[config.mk]
export PLATFORM = sky130hd
export DESIGN_NAME = mem_access_flat
export DESIGN_NICKNAME = d
export VERILOG_FILES = /design/src/rtl/mem_access_if.sv /design/src/rtl/mem_access.sv /design/src/flat_wrapper.sv
export SDC_FILE = /design/constraint.sdc
export NUM_CORES = 1
export LEC_CHECK = 0
export BUFFER_PORTS_ARGS = -buffer_cell sky130_fd_sc_hd__buf_2
export CAP_MARGIN = 10
export CORE_MARGIN = 10
export CORE_UTILIZATION = 44
export DETAILED_ROUTE_END_ITERATION = 8
export MAX_ROUTING_LAYER = met4
export PLACE_DENSITY = 0.81
export SLEW_MARGIN = 20
export SYNTH_ARGS = -nofsm -noshare
export SYNTH_HDL_FRONTEND = slang
export SYNTH_SLANG_ARGS = --single-unit
[constraint.sdc]
create_clock -name clk -period 3.1 [get_ports clk]
set_clock_uncertainty 0.1 [all_clocks]
set_input_delay 0.93 -clock clk [delete_from_list [all_inputs] [get_ports clk]]
set_output_delay 0.93 -clock clk [all_outputs]
set_load 0.1 [all_outputs]
[src/rtl/mem_access_if.sv]
// Request/acknowledge data-memory bus between the MEM stage and data memory.
// The MEM stage is the master; the memory (or a model of it) is the slave.
interface mem_access_if;
  logic        dmem_req;
  logic        dmem_we;
  logic [15:0] dmem_addr;
  logic [15:0] dmem_wdata;
  logic [1:0]  dmem_sel;
  logic        dmem_ack;
  logic [15:0] dmem_rdata;

  modport master (
    output dmem_req, dmem_we, dmem_addr, dmem_wdata, dmem_sel,
    input  dmem_ack, dmem_rdata
  );

  modport slave (
    input  dmem_req, dmem_we, dmem_addr, dmem_wdata, dmem_sel,
    output dmem_ack, dmem_rdata
  );
endinterface

[src/rtl/mem_access.sv]
// MEM stage of the 16-bit pipeline: runs loads/stores on the dmem bus through an
// IDLE/WAIT/DONE machine, stalls the pipeline meanwhile, and feeds MEM/WB.
module mem_access #(
  parameter int                 REG_ADDR_W = 3,
  parameter int                 ALUOP_W    = 8,
  parameter int                 TIMEOUT    = 15,
  parameter logic [ALUOP_W-1:0] OP_LW      = 8'h23,
  parameter logic [ALUOP_W-1:0] OP_LB      = 8'h20,
  parameter logic [ALUOP_W-1:0] OP_LBU     = 8'h24,
  parameter logic [ALUOP_W-1:0] OP_SW      = 8'h2B,
  parameter logic [ALUOP_W-1:0] OP_SB      = 8'h28
) (
  input  logic                  clk,
  input  logic                  rst,
  input  logic [5:0]            stall,
  input  logic [REG_ADDR_W-1:0] mem_wd,
  input  logic                  mem_wreg,
  input  logic [15:0]           mem_wdata,
  input  logic [15:0]           mem_hi,
  input  logic [15:0]           mem_lo,
  input  logic                  mem_whilo,
  input  logic [ALUOP_W-1:0]    mem_aluop,
  input  logic [15:0]           mem_mem_addr,
  input  logic [15:0]           mem_data_store,
  mem_access_if.master          dmem,
  output logic [REG_ADDR_W-1:0] wb_wd,
  output logic                  wb_wreg,
  output logic [15:0]           wb_wdata,
  output logic [15:0]           wb_hi,
  output logic [15:0]           wb_lo,
  output logic                  wb_whilo,
  output logic                  stallreq_mem,
  output logic                  align_err,
  output logic                  bus_err
);

  typedef enum logic [1:0] {S_IDLE, S_WAIT, S_DONE} state_t;

  localparam logic [7:0] TIMEOUT_LAST = 8'(TIMEOUT - 1);

  state_t               state_q, state_d;
  logic [7:0]           cnt_q, cnt_d;
  logic [15:0]          rdata_q, rdata_d;
  logic                 req_q, req_d;
  logic                 we_q, we_d;
  logic [15:0]          addr_q, addr_d;
  logic [15:0]          wdata_q, wdata_d;
  logic [1:0]           sel_q, sel_d;
  logic [ALUOP_W-1:0]   op_q, op_d;
  logic                 align_err_q, align_err_d;
  logic                 bus_err_q, bus_err_d;

  logic is_lw, is_lb, is_lbu, is_sw, is_sb;
  logic is_mem_op, is_store, misaligned, aligned_op;
  logic [7:0]  byte_q;
  logic [15:0] store_wdata;
  logic [1:0]  store_sel;
  logic        unused_stall;

  assign unused_stall = ^{stall[5], stall[3:0]};

  assign is_lw      = (mem_aluop == OP_LW);
  assign is_lb      = (mem_aluop == OP_LB);
  assign is_lbu     = (mem_aluop == OP_LBU);
  assign is_sw      = (mem_aluop == OP_SW);
  assign is_sb      = (mem_aluop == OP_SB);
  assign is_store   = is_sw | is_sb;
  assign is_mem_op  = is_lw | is_lb | is_lbu | is_sw | is_sb;
  assign misaligned = (is_lw | is_sw) & mem_mem_addr[0];
  assign aligned_op = is_mem_op & ~misaligned;

  // Byte stores put the byte on both lanes and let the lane enables pick one.
  always_comb begin
    store_wdata = 16'h0000;
    store_sel   = 2'b11;
    if (is_sw) begin
      store_wdata = mem_data_store;
    end else if (is_sb) begin
      store_wdata = {mem_data_store[7:0], mem_data_store[7:0]};
      store_sel   = mem_mem_addr[0] ? 2'b10 : 2'b01;
    end
  end

  always_comb begin
    state_d     = state_q;
    cnt_d       = cnt_q;
    rdata_d     = rdata_q;
    req_d       = 1'b0;
    we_d        = we_q;
    addr_d      = addr_q;
    wdata_d     = wdata_q;
    sel_d       = sel_q;
    op_d        = op_q;
    align_err_d = 1'b0;
    bus_err_d   = 1'b0;
    case (state_q)
      S_IDLE: begin
        if (!stall[4]) begin
          if (aligned_op) begin
            state_d = S_WAIT;
            req_d   = 1'b1;
            cnt_d   = 8'd0;
            we_d    = is_store;
            addr_d  = mem_mem_addr;
            wdata_d = store_wdata;
            sel_d   = store_sel;
            op_d    = mem_aluop;
          end else if (misaligned) begin
            align_err_d = 1'b1;
          end
        end
      end
      S_WAIT: begin
        // An ack on the final allowed cycle still wins over the timeout.
        if (dmem.dmem_ack) begin
          rdata_d = dmem.dmem_rdata;
          state_d = S_DONE;
        end else if (cnt_q == TIMEOUT_LAST) begin
          cnt_d     = cnt_q + 8'd1;
          rdata_d   = 16'h0000;
          bus_err_d = 1'b1;
          state_d   = S_DONE;
        end else begin
          cnt_d = cnt_q + 8'd1;
          req_d = 1'b1;
        end
      end
      S_DONE: begin
        if (!stall[4]) state_d = S_IDLE;
      end
      default: state_d = S_IDLE;
    endcase
  end

  always_ff @(posedge clk) begin
    if (!rst) begin
      state_q     <= S_IDLE;
      cnt_q       <= 8'd0;
      rdata_q     <= 16'h0000;
      req_q       <= 1'b0;
      we_q        <= 1'b0;
      addr_q      <= 16'h0000;
      wdata_q     <= 16'h0000;
      sel_q       <= 2'b00;
      op_q        <= '0;
      align_err_q <= 1'b0;
      bus_err_q   <= 1'b0;
    end else begin
      state_q     <= state_d;
      cnt_q       <= cnt_d;
      rdata_q     <= rdata_d;
      req_q       <= req_d;
      we_q        <= we_d;
      addr_q      <= addr_d;
      wdata_q     <= wdata_d;
      sel_q       <= sel_d;
      op_q        <= op_d;
      align_err_q <= align_err_d;
      bus_err_q   <= bus_err_d;
    end
  end

  assign byte_q = addr_q[0] ? rdata_q[15:8] : rdata_q[7:0];

  // In DONE the result comes from the captured op; otherwise memory ops are held back.
  always_comb begin
    wb_wd        = mem_wd;
    wb_wreg      = mem_wreg;
    wb_wdata     = mem_wdata;
    wb_hi        = mem_hi;
    wb_lo        = mem_lo;
    wb_whilo     = mem_whilo;
    stallreq_mem = (state_q == S_WAIT) || ((state_q == S_IDLE) && aligned_op);
    if (state_q == S_DONE) begin
      if (op_q == OP_LW) begin
        wb_wdata = rdata_q;
      end else if (op_q == OP_LB) begin
        wb_wdata = {{8{byte_q[7]}}, byte_q};
      end else if (op_q == OP_LBU) begin
        wb_wdata = {8'h00, byte_q};
      end else begin
        wb_wreg = 1'b0;
      end
    end else if (is_mem_op) begin
      wb_wreg = 1'b0;
    end
  end

  assign dmem.dmem_req   = req_q;
  assign dmem.dmem_we    = we_q;
  assign dmem.dmem_addr  = addr_q;
  assign dmem.dmem_wdata = wdata_q;
  assign dmem.dmem_sel   = sel_q;
  assign align_err       = align_err_q;
  assign bus_err         = bus_err_q;

endmodule

[src/flat_wrapper.sv]
// flat-port wrapper written by rule: the top's interface ports become plain ports
module mem_access_flat 
#(
  parameter int                 REG_ADDR_W = 3,
  parameter int                 ALUOP_W    = 8,
  parameter int                 TIMEOUT    = 15,
  parameter logic [ALUOP_W-1:0] OP_LW      = 8'h23,
  parameter logic [ALUOP_W-1:0] OP_LB      = 8'h20,
  parameter logic [ALUOP_W-1:0] OP_LBU     = 8'h24,
  parameter logic [ALUOP_W-1:0] OP_SW      = 8'h2B,
  parameter logic [ALUOP_W-1:0] OP_SB      = 8'h28
)
  (clk, rst, stall, mem_wd, mem_wreg, mem_wdata, mem_hi, mem_lo, mem_whilo, mem_aluop, mem_mem_addr, mem_data_store, wb_wd, wb_wreg, wb_wdata, wb_hi, wb_lo, wb_whilo, stallreq_mem, align_err, bus_err, dmem_dmem_req, dmem_dmem_we, dmem_dmem_addr, dmem_dmem_wdata, dmem_dmem_sel, dmem_dmem_ack, dmem_dmem_rdata);
  mem_access_if dmem_i ();
  input  logic clk;
  input  logic rst;
  input  logic [5:0] stall;
  input  logic [REG_ADDR_W-1:0] mem_wd;
  input  logic mem_wreg;
  input  logic [15:0] mem_wdata;
  input  logic [15:0] mem_hi;
  input  logic [15:0] mem_lo;
  input  logic mem_whilo;
  input  logic [ALUOP_W-1:0] mem_aluop;
  input  logic [15:0] mem_mem_addr;
  input  logic [15:0] mem_data_store;
  output logic [REG_ADDR_W-1:0] wb_wd;
  output logic wb_wreg;
  output logic [15:0] wb_wdata;
  output logic [15:0] wb_hi;
  output logic [15:0] wb_lo;
  output logic wb_whilo;
  output logic stallreq_mem;
  output logic align_err;
  output logic bus_err;
  output wire logic [$bits(dmem_i.dmem_req)-1:0] dmem_dmem_req;
  output wire logic [$bits(dmem_i.dmem_we)-1:0] dmem_dmem_we;
  output wire logic [$bits(dmem_i.dmem_addr)-1:0] dmem_dmem_addr;
  output wire logic [$bits(dmem_i.dmem_wdata)-1:0] dmem_dmem_wdata;
  output wire logic [$bits(dmem_i.dmem_sel)-1:0] dmem_dmem_sel;
  input wire logic [$bits(dmem_i.dmem_ack)-1:0] dmem_dmem_ack;
  input wire logic [$bits(dmem_i.dmem_rdata)-1:0] dmem_dmem_rdata;
  assign dmem_dmem_req = dmem_i.dmem_req;
  assign dmem_dmem_we = dmem_i.dmem_we;
  assign dmem_dmem_addr = dmem_i.dmem_addr;
  assign dmem_dmem_wdata = dmem_i.dmem_wdata;
  assign dmem_dmem_sel = dmem_i.dmem_sel;
  assign dmem_i.dmem_ack = dmem_dmem_ack;
  assign dmem_i.dmem_rdata = dmem_dmem_rdata;
  mem_access #(.REG_ADDR_W(REG_ADDR_W), .ALUOP_W(ALUOP_W), .TIMEOUT(TIMEOUT), .OP_LW(OP_LW), .OP_LB(OP_LB), .OP_LBU(OP_LBU), .OP_SW(OP_SW), .OP_SB(OP_SB)) u_core (.clk(clk), .rst(rst), .stall(stall), .mem_wd(mem_wd), .mem_wreg(mem_wreg), .mem_wdata(mem_wdata), .mem_hi(mem_hi), .mem_lo(mem_lo), .mem_whilo(mem_whilo), .mem_aluop(mem_aluop), .mem_mem_addr(mem_mem_addr), .mem_data_store(mem_data_store), .dmem(dmem_i), .wb_wd(wb_wd), .wb_wreg(wb_wreg), .wb_wdata(wb_wdata), .wb_hi(wb_hi), .wb_lo(wb_lo), .wb_whilo(wb_whilo), .stallreq_mem(stallreq_mem), .align_err(align_err), .bus_err(bus_err));
endmodule
==> metrics.txt, run 1 <==
worst slack, placed=-291.6 ps; drt via density=~5.5; initial DRC count=164; Slew @ Worst Pin=about 700 ps; HP Class=register to register; Sum Neg Setup Slack=-160.3 ps; Tmin final=between 3000 and 4000 ps; CTS buffer count=9; CTS tree=built; chip width=approximately 110 um; Syn Area/Cell=8.668 sq um; peak supply drop=roughly 0.26 mV; Post-Layout Cell Count=about 630; Routed WL per cell=18.18 um; Die ar.=12170 sq um; CP max FO=2; Pins Over Slew Limit=0; failing checks=setup timing; reg2reg path depth=3; cell area after placement=4491 sq um; Tot GR Track Use=17.58%; worst setup margin=-110.2 ps; endpoints failing setup=2; initial core utilization=between 40% and 50%; Design Area, Final=5001 sq um; Syn Inst Count=414; largest net degree at the start of global routing=38; final worst-path cycle share=103.6%; gr ovfl total=0; initial antenna violation count=0; placed cell count=602; worst path required time=2070 ps; syn nets=534; final wirelength=11400 um; Most used DFF post-synth=dfxtp_1; clk sink count=72; endpoints failing hold=0; Pleak=~2.1 nW; area delta synth->final=39.37%; drt drc=0; H-tree Lvls=3; CP arrival=2180 ps; CP Launch Type=input pin; clk slew on worst S/H paths=roughly 80 ps; Power Density=around 420 nW/um^2; Clock Latency Late Sink=roughly 350 ps; Setup crit end kind=primary output; FP Rows=32; Core Region=7848 sq um; Slew Limit Headroom=between 50% and 60%; worst r2r src=u_core.state_q[0]; fin nets=639; Longest Clk Path Bufs=2; Critical Path End=stallreq_mem; synth unique cells=53; drt first pass iters=4; max_cap viols=0; Design Power=roughly 2.1 mW; RSZ-0062 raised after global routing=true; root buf cell=clkbuf_8; Max Freq=311.5 MHz; outcome=finished, violations left; RR Endpoint=u_core.cnt_q[6]; Reg2Reg Setup Slack=between 1000 and 1500 ps; GPL Wtd Cong=0.8740; hold-fix buffer count after cts=0; register area share after synthesis=about 40%; layout cells sized above 1=44.85%; Antenna Nets Post-Route=0; Die Height=110.3 um; io pins=210; Yosys reg bits=72; first-pass GRT wire length=16370 um; mapped cell area=3588 sq um; Worst Setup SP=mem_aluop[4]; Post-synth ARST share=0%; HPWL after DPL=roughly 8400 um; number of synthesized flops with an enable pin=0; via count=~3500; Yosys warning count=0; Buffers on Ports=approximately 130; vias in the first global route=3368; WS Path Type=input pin to primary output
==> worst min-delay path by stage <==
stage,start,end,slack (ps),cells after the start
finish,u_core.dmem.dmem_wdata[10],u_core.dmem.dmem_wdata[10],350,2
floorplan,u_core.op_q[3],u_core.op_q[3],340,2
global route,u_core.dmem.dmem_wdata[3],u_core.dmem.dmem_wdata[3],370,2
CTS,u_core.dmem.dmem_wdata[10],u_core.dmem.dmem_wdata[10],360,2
detailed placement,u_core.dmem.dmem_wdata[10],u_core.dmem.dmem_wdata[10],350,2
global placement,u_core.dmem.dmem_addr[2],u_core.dmem.dmem_addr[2],340,2
==> layer usage <==
layer / wire length (um) / track usage, % / vias up
met5: 0 / - / -
met4: 403 / 9.083 / 0
met3: 657 / 4.295 / 44
li1: - / - / 1649
met1: 4259 / 18.30 / 1653
met2: 6077 / 30.22 / 127
==> stage by stage <==
step | hold slack (ps) | utilization (%)
global placement | 339.4 | 57.22
CTS | 356.8 | 62.52
global route | 371.4 | 63.70
finish | 352.7 | 63.73
detailed placement | 345.3 | 57.22
floorplan | 342.3 | -
==> critical path, stage by stage <==
cell and delay, ps:
buf_6 90, or4b_4 540, buf_6 140, a21oi_2 110
nor2_2 60, nor2_4 130, buf_12 180
==> state kept, by name (all words and copies together), names as in the netlist, 2 cells and up <==
name,flops
u_core.dmem.dmem_wdata,16
u_core.rdata_q,16
u_core.cnt_q,8
u_core.op_q,8
u_core.dmem.dmem_sel,2
u_core.dmem.dmem_addr,16
u_core.state_q,2
==> logic make-up (layout without fill, tap and decap cells) <==
kind of cell	count (synthesis)	after routing	synth area share (%)
other cells	0	1	0
simple gates	149	149	21.06
mux	1	1	0.2790
flops	72	72	40.17
compound gates	120	120	25.24
fa+ha+maj	2	2	0.6972
buf+inv	70	180	12.55
==> report_power, final <==
group          switching [mW]  internal (mW)
combinational           0.176          0.122
clock                   0.394          0.463
sequential            0.00174          0.926
==> Yosys cell counts (2+ instances only) <==
library cell  number  area (sq um)
o21a_1             2         15.01
or3_1              2         12.51
clkbuf_1          11         41.29
buf_1              2         7.510
nor4_1             2         12.51
and2_1            12         75.07
nand3_1           21         105.1
a31oi_1            3         18.77
ha_1               2         25.02
nor3_1             5         25.02
dfxtp_1           72          1441
buf_4             37         277.8
nor2_1             5         18.77
inv_1              6         22.52
a21boi_1          14         105.1
a21boi_0           3         22.52
buf_6              5         56.30
o22ai_1            3         18.77
a21oi_1           27         135.1
o211ai_1           3         22.52
nand2_1           73         274.0
nor2b_1            6         37.54
a21boi_2           8         90.09
a221o_1            6         60.06
nand4_1            3         18.77
and3_1             8         50.05
o211a_1            3         30.03
buf_2              9         45.04
o21ai_0           12         60.06
a211o_1            2         17.52
a22o_1            25         219.0
==> area by class of cell <==
cell class,count,area [sq um]
diodes,1,2.502
clock buffers,9,123.9
fillers,631,2846
clock inverters,7,103.9
inverters,6,22.52
multi-input cells,272,2009
repair buffers,158,1164
well taps,102,127.6
flip-flops and latches,72,1448
==> cells in the final DEF, fill, tap and decap left out, drive strengths merged, types with 3 or more instances in the layout <==
cell      n
nand4     3
a31oi     3
nand3    22
nor4      3
clkbuf    9
and3      8
o211a     3
o21ai    12
o22ai     3
inv       8
nor2      5
nand2    73
a21boi   25
buf     158
nor3      5
nor2b     6
a21oi    27
a22o     25
o211ai    3
and2     12
a221o     6
dfxtp    72
==> repair_timing <==
| item | CTS | global route |
|---|---|---|
| pin swaps | 13 | 11 |
| resized for setup | 39 | 13 |
| gates cloned | 0 | 1 |
| setup buffers | 4 | 3 |
| hold endpoints to repair | 0 | 0 |
| setup endpoints to repair | 18 | 17 |
Note: power is estimated with default switching activity, not from simulation.
==> inputs of run 2 (changes only) <==
CAP_MARGIN = not set   (was 10)
REMOVE_ABC_BUFFERS = 1   (was not set)
==> run 2 against run 1 <==
The run still ends with setup timing left. Critical path type unchanged. Worst setup slack better by 19 ps. Combinational power is 2% lower. Final cell count is 0.80% lower. Fmax is 0.59% higher. Sequential share of layout area is 1.4 points higher. Largest power group unchanged.
==> metrics.txt, run 2 (synthesized netlist as in run 1, its figures left out) <==
Longest Clk Path Bufs=2 (unchanged); Routed WL per cell=20.82 um (+15%); hold-fix buffer count after cts=0 (unchanged); Pins Over Slew Limit=0 (unchanged); Die Height=110.3 um (unchanged); via count=3495 (+0.63%); vias in the first global route=3392 (+0.71%); HPWL after DPL=9773 um (+16%); area of the multi-input gates=1817 sq um (-9.6%); FP Rows=32 (unchanged); Clock Latency Late Sink=350 ps (about the same); Tmin final=3191 ps (-18.80 ps); H-tree Lvls=3 (unchanged); CP Launch Type=input pin; initial core utilization=45.73% (unchanged); chip width=110.3 um (unchanged); CP max FO=3 (+1); Post-Layout Cell Count=622 (-0.80%); peak supply drop=0.2934 mV (+14%); layout cells sized above 1=40.58% (-4.3 points); max_cap viols=0 (unchanged); WS Path Type=input pin to primary output; CTS buffer count=9 (unchanged); gr ovfl total=0 (unchanged); placed cell count=602 (unchanged); area delta synth->final=32.85%; drt via density=5.619 (+1.4%); Setup crit end kind=primary output; drt first pass iters=5 (+1); Power Density=441.2 nW/um^2 (+6.0%); Die ar.=12170 sq um (unchanged); most common cell after layout, fill and taps aside=buf_2; antenna fix cells=0 (-1); Slew @ Worst Pin=821.1 ps (+139.8 ps); final worst-path cycle share=102.9% (-0.61 points); endpoints failing setup=3 (+1); Slew Limit Headroom=45.06% (-9.4 points); Core Region=7848 sq um (unchanged); GPL Wtd Cong=0.8848 (+1.2%); failing checks=setup timing; initial DRC count=195 (+19%); most frequent cells in the layout=buf_2 (113), nand2_1 (73), dfxtp_1 (68); first-pass GRT wire length=18590 um (+14%); RSZ-0062 raised after global routing=true; final wirelength=12950 um (+14%); worst path required time=2070 ps (about the same); number of fill cells=671 (+6.3%); clk sink count=72 (unchanged); Antenna Nets Post-Route=0 (unchanged); outcome=finished, violations left; io pins=210 (unchanged); HP Class=register to register; Buffers on Ports=132 (unchanged); Sequential cell area=1446 sq um (about the same); CTS tree=built; root buf cell=clkbuf_8; Max Freq=313.3 MHz (+0.59%); Tot GR Track Use=20.57% (+3.0 points); largest net degree at the start of global routing=41 (+7.9%); worst slack, placed=-259.1 ps (+32.54 ps); Pleak=2.038 nW (-2.7%); clk slew on worst S/H paths=70 ps (about the same); drt drc=0 (unchanged); fin nets=635 (-0.63%); initial antenna violation count=0 (unchanged); endpoints failing hold=0 (unchanged); worst setup margin=-91.37 ps (+18.80 ps); CP arrival=2160 ps (-20 ps)
-- run 2: cell types whose count changed in the layout (fill, tap and decap cells not counted), sizes merged --
cell,previous run,this run
diode,1,0
clkbuf,9,10
inv,8,6
clkinvlp,2,1
bufinv,2,3
buf,158,154
clkinv,1,2
-- run 2: layer usage --
layer,share of wire (%),global-route usage [%]
met1,36,21.77
met2,47,31.10
met3,14,12.54
met4,1.8,7.156
met5,0,-
-- run 2: final cells by class --
type	instances	share of cell area (%)
multi-input cells	272	38.11
flip-flops and latches	72	30.34
repair buffers	154	23.46
clock buffers	10	2.677
well taps	102	2.677
clock inverters	6	2.257
inverters	6	0.4724
-- run 2: worst paths after layout --
| kind | from | endpoint | slack (ps) | depth (start not counted) |
|---|---|---|---|---|
| worst max register to register | u_core.state_q[0] | u_core.rdata_q[2] | 1130 | 3 |
| worst max-delay path | mem_aluop[4] | wb_wreg | -90 | 6 |
| worst min-delay path | u_core.dmem.dmem_addr[14] | u_core.dmem.dmem_addr[14] | 350 | 2 |
| worst min register to register | u_core.dmem.dmem_addr[14] | u_core.dmem.dmem_addr[14] | 350 | 2 |
-- run 2: repair_timing --
action / CTS / global route
resized for setup: 35 / 13
cloned: 0 / 0
pin swaps: 5 / 7
hold endpoints to repair: 0 / 0
setup buffers: 1 / 3
setup endpoints to repair: 18 / 18
-- run 2: through the flow --
step           total power, mW  utilization (%)  hold WS, ps  setup TNS [ps]  instance area, sq um
6_report                 2.103            60.75        351.3          -168.5                  4767
5_1_grt                  2.170            60.75        374.5          -713.8                  4767
4_1_cts                  2.113            59.74        355.5          -129.2                  4688
3_5_place_dp             1.230            55.45        344.2          -399.0                  4352
3_3_place_gp             1.227            55.45        338.8          -363.4                  4352
2_1_floorplan            1.093                -        342.3          -18050                  3161
-- run 2: where the power goes --
group          leakage [nW]  internal [mW]  total, mW  switching, mW
sequential            0.582          0.926      0.928        0.00160
clock                 0.116          0.532      0.883          0.351
combinational          1.34          0.117      0.292          0.175
total                  2.04           1.58       2.10          0.528
-- run 2: critical path, cell delays in order --
cell	delay, ps
buf_6	90
or4b_4	570
a21oi_2	160
o21ai_1	100
and2_4	150
buf_12	160
==> inputs of run 3 (changes only) <==
CORE_ASPECT_RATIO = 2   (was not set)
==> run 3 against run 2 <==
The run still ends with setup timing left. Clock-buffer cell count rose by 4. Hold slack barely moved. First-iteration DRC count fell by 3.1%. Register-to-register slack got worse by 50 ps. Highest routed layer unchanged. Global-route usage fell by 0.37 points. Sequential share of layout area fell by 0.56 points. Largest cell class unchanged. Critical endpoint unchanged. Final cell count fell by 1.6%. Clock power rose by 29%. Core utilization rose by 0.30 points.
==> metrics.txt, run 3 (synthesized netlist as in run 1, its figures left out) <==
Die Height=147.7 um (+34%); Routed WL per cell=21.08 um (+1.3%); most common cell after layout, fill and taps aside=buf_2; area delta synth->final=35.11%; largest net degree at the start of global routing=44 (+7.3%); clk sink count=72 (unchanged); Reg2Reg Setup Slack=1080 ps (-50 ps); initial antenna violation count=0 (unchanged); endpoints failing hold=0 (unchanged); Setup crit end kind=primary output; Post-Route Utilization=61.04% (+0.30 points); Slew Limit Headroom=45.98% (+0.92 points); Core Region=7943 sq um (+1.2%); HP Class=register to register; CP arrival=2130 ps (-30 ps); vias in the first global route=3639 (+7.3%); WS Path Type=input pin to primary output; RR Endpoint=u_core.rdata_q[9]; final wirelength=12900 um (-0.37%); root buf cell=clkbuf_16; logic gate share of total power=12.2% (-1.7 points); endpoints failing setup=4 (+1); Pleak=2.067 nW (+1.4%); Design Area, Final=4848 sq um (+1.7%); RSZ-0062 raised after global routing=true; reg2reg path depth=4 (+1); chip width=83.86 um (-24%); Die ar.=12390 sq um (+1.8%); CP max FO=3 (unchanged); Design Power=2.363 mW (+12%); Switching Fraction=23.23% (-1.9 points); first-pass GRT wire length=19360 um (+4.2%); gr ovfl total=0 (unchanged); Critical Path End=wb_wreg; Clock Latency Late Sink=330 ps (-20 ps); Buffers on Ports=132 (unchanged); worst r2r src=u_core.state_q[0]; Pins Over Slew Limit=0 (unchanged); drt via density=5.706 (+1.5%); initial core utilization=45.18% (-0.55 points); cell area after placement=4337 sq um (-0.34%); io pins=210 (unchanged); Sw Pwr=0.5490 mW (+4.0%); peak supply drop=0.3426 mV (+17%); CTS tree=built; final worst-path cycle share=101.8% (-1.1 points); Slew @ Worst Pin=807.4 ps (-13.69 ps); hold-fix buffer count after cts=0 (unchanged); number of fill cells=659 (-1.8%); worst setup margin=-56.45 ps (+34.92 ps); initial DRC count=189 (-3.1%); clock power share=48.4% (+6.4 points); CTS buffer count=9 (unchanged); Internal Power=1.814 mW (+15%); Tmin final=3156 ps (-34.92 ps); max_cap viols=0 (unchanged); Antenna Nets Post-Route=0 (unchanged); drt first pass iters=4 (-1); drt drc=0 (unchanged); layout cells sized above 1=40.31% (-0.27 points); Sum Neg Setup Slack=-165.8 ps (+2.706 ps); Max Freq=316.8 MHz (+1.1%); outcome=finished, violations left; fin nets=631 (-0.63%); CP Launch Type=input pin; worst path required time=2070 ps (about the same); H-tree Lvls=3 (unchanged); Tot GR Track Use=20.20% (-0.37 points); Power Density=487.4 nW/um^2 (+10%); antenna fix cells=0 (unchanged); failing checks=setup timing; via count=3492 (-0.086%); HPWL after DPL=9921 um (+1.5%); sequential share of power=39.3% (-4.8 points); FP Rows=46 (+44%); Longest Clk Path Bufs=2 (unchanged); most frequent cells in the layout=buf_2 (112), nand2_1 (73), dfxtp_1 (70); clk slew on worst S/H paths=50 ps (-20 ps); GPL Wtd Cong=0.8381 (-5.3%); Worst Setup SP=mem_aluop[7]
run 3: worst max-delay path, cell delays in order:
cell and delay (ps):
buf_6 90, or4b_4 570, a21oi_2 150, o21ai_1 80
and2_4 150, buf_12 160
run 3: final cells by class:
type / instances / area (sq um) / share of cell area (%)
clock buffers: 14 / 274.0 / 5.652
clock inverters: 2 / 60.06 / 1.239
inverters: 6 / 22.52 / 0.4645
multi-input cells: 272 / 1833 / 37.81
flip-flops and latches: 72 / 1444 / 29.78
well taps: 96 / 120.1 / 2.477
repair buffers: 150 / 1095 / 22.58
run 3: layer usage:
layer / GRT usage (%) / wire, um / up-vias
li1: - / - / 1626
met1: 19.00 / 4616 / 1634
met2: 31.82 / 6140 / 203
met3: 12.55 / 1718 / 29
met4: 9.596 / 423 / 0
met5: - / 0 / -
run 3: repair_timing:
item	CTS	global route
resized for setup	33	19
endpoints found under the setup margin	18	18
pin swaps	6	9
hold endpoints to repair	0	0
setup buffers	0	1
run 3: worst min path at each step:
stage                                    start                    endpoint  slack (ps)  depth (start not counted)
floorplan                       u_core.op_q[3]              u_core.op_q[3]         340                          2
global placement    u_core.dmem.dmem_wdata[11]  u_core.dmem.dmem_wdata[11]         340                          2
detailed placement  u_core.dmem.dmem_wdata[15]  u_core.dmem.dmem_wdata[15]         340                          2
CTS                 u_core.dmem.dmem_wdata[15]  u_core.dmem.dmem_wdata[15]         350                          2
global route         u_core.dmem.dmem_wdata[1]   u_core.dmem.dmem_wdata[1]         360                          2
finish                u_core.dmem.dmem_addr[3]    u_core.dmem.dmem_addr[3]         350                          2
run 3: stage by stage:
step	instances	setup slack, ps	hold WS (ps)
after floorplan	350	-1700	342.3
after global placement	595	-211.3	339.4
after detailed placement	595	-213.6	344.8
after CTS	611	-44.72	352.5
after global routing	612	-113.7	363.0
final	612	-56.45	351.0
run 3: power groups by stage:
stage	combinational, mW	clock, mW	sequential (mW)
floorplan	0.134	0	0.959
global placement	0.275	0	0.949
detailed placement	0.279	0	0.949
global route	0.303	1.20	0.929
finish	0.289	1.14	0.929
CTS	0.288	1.17	0.929
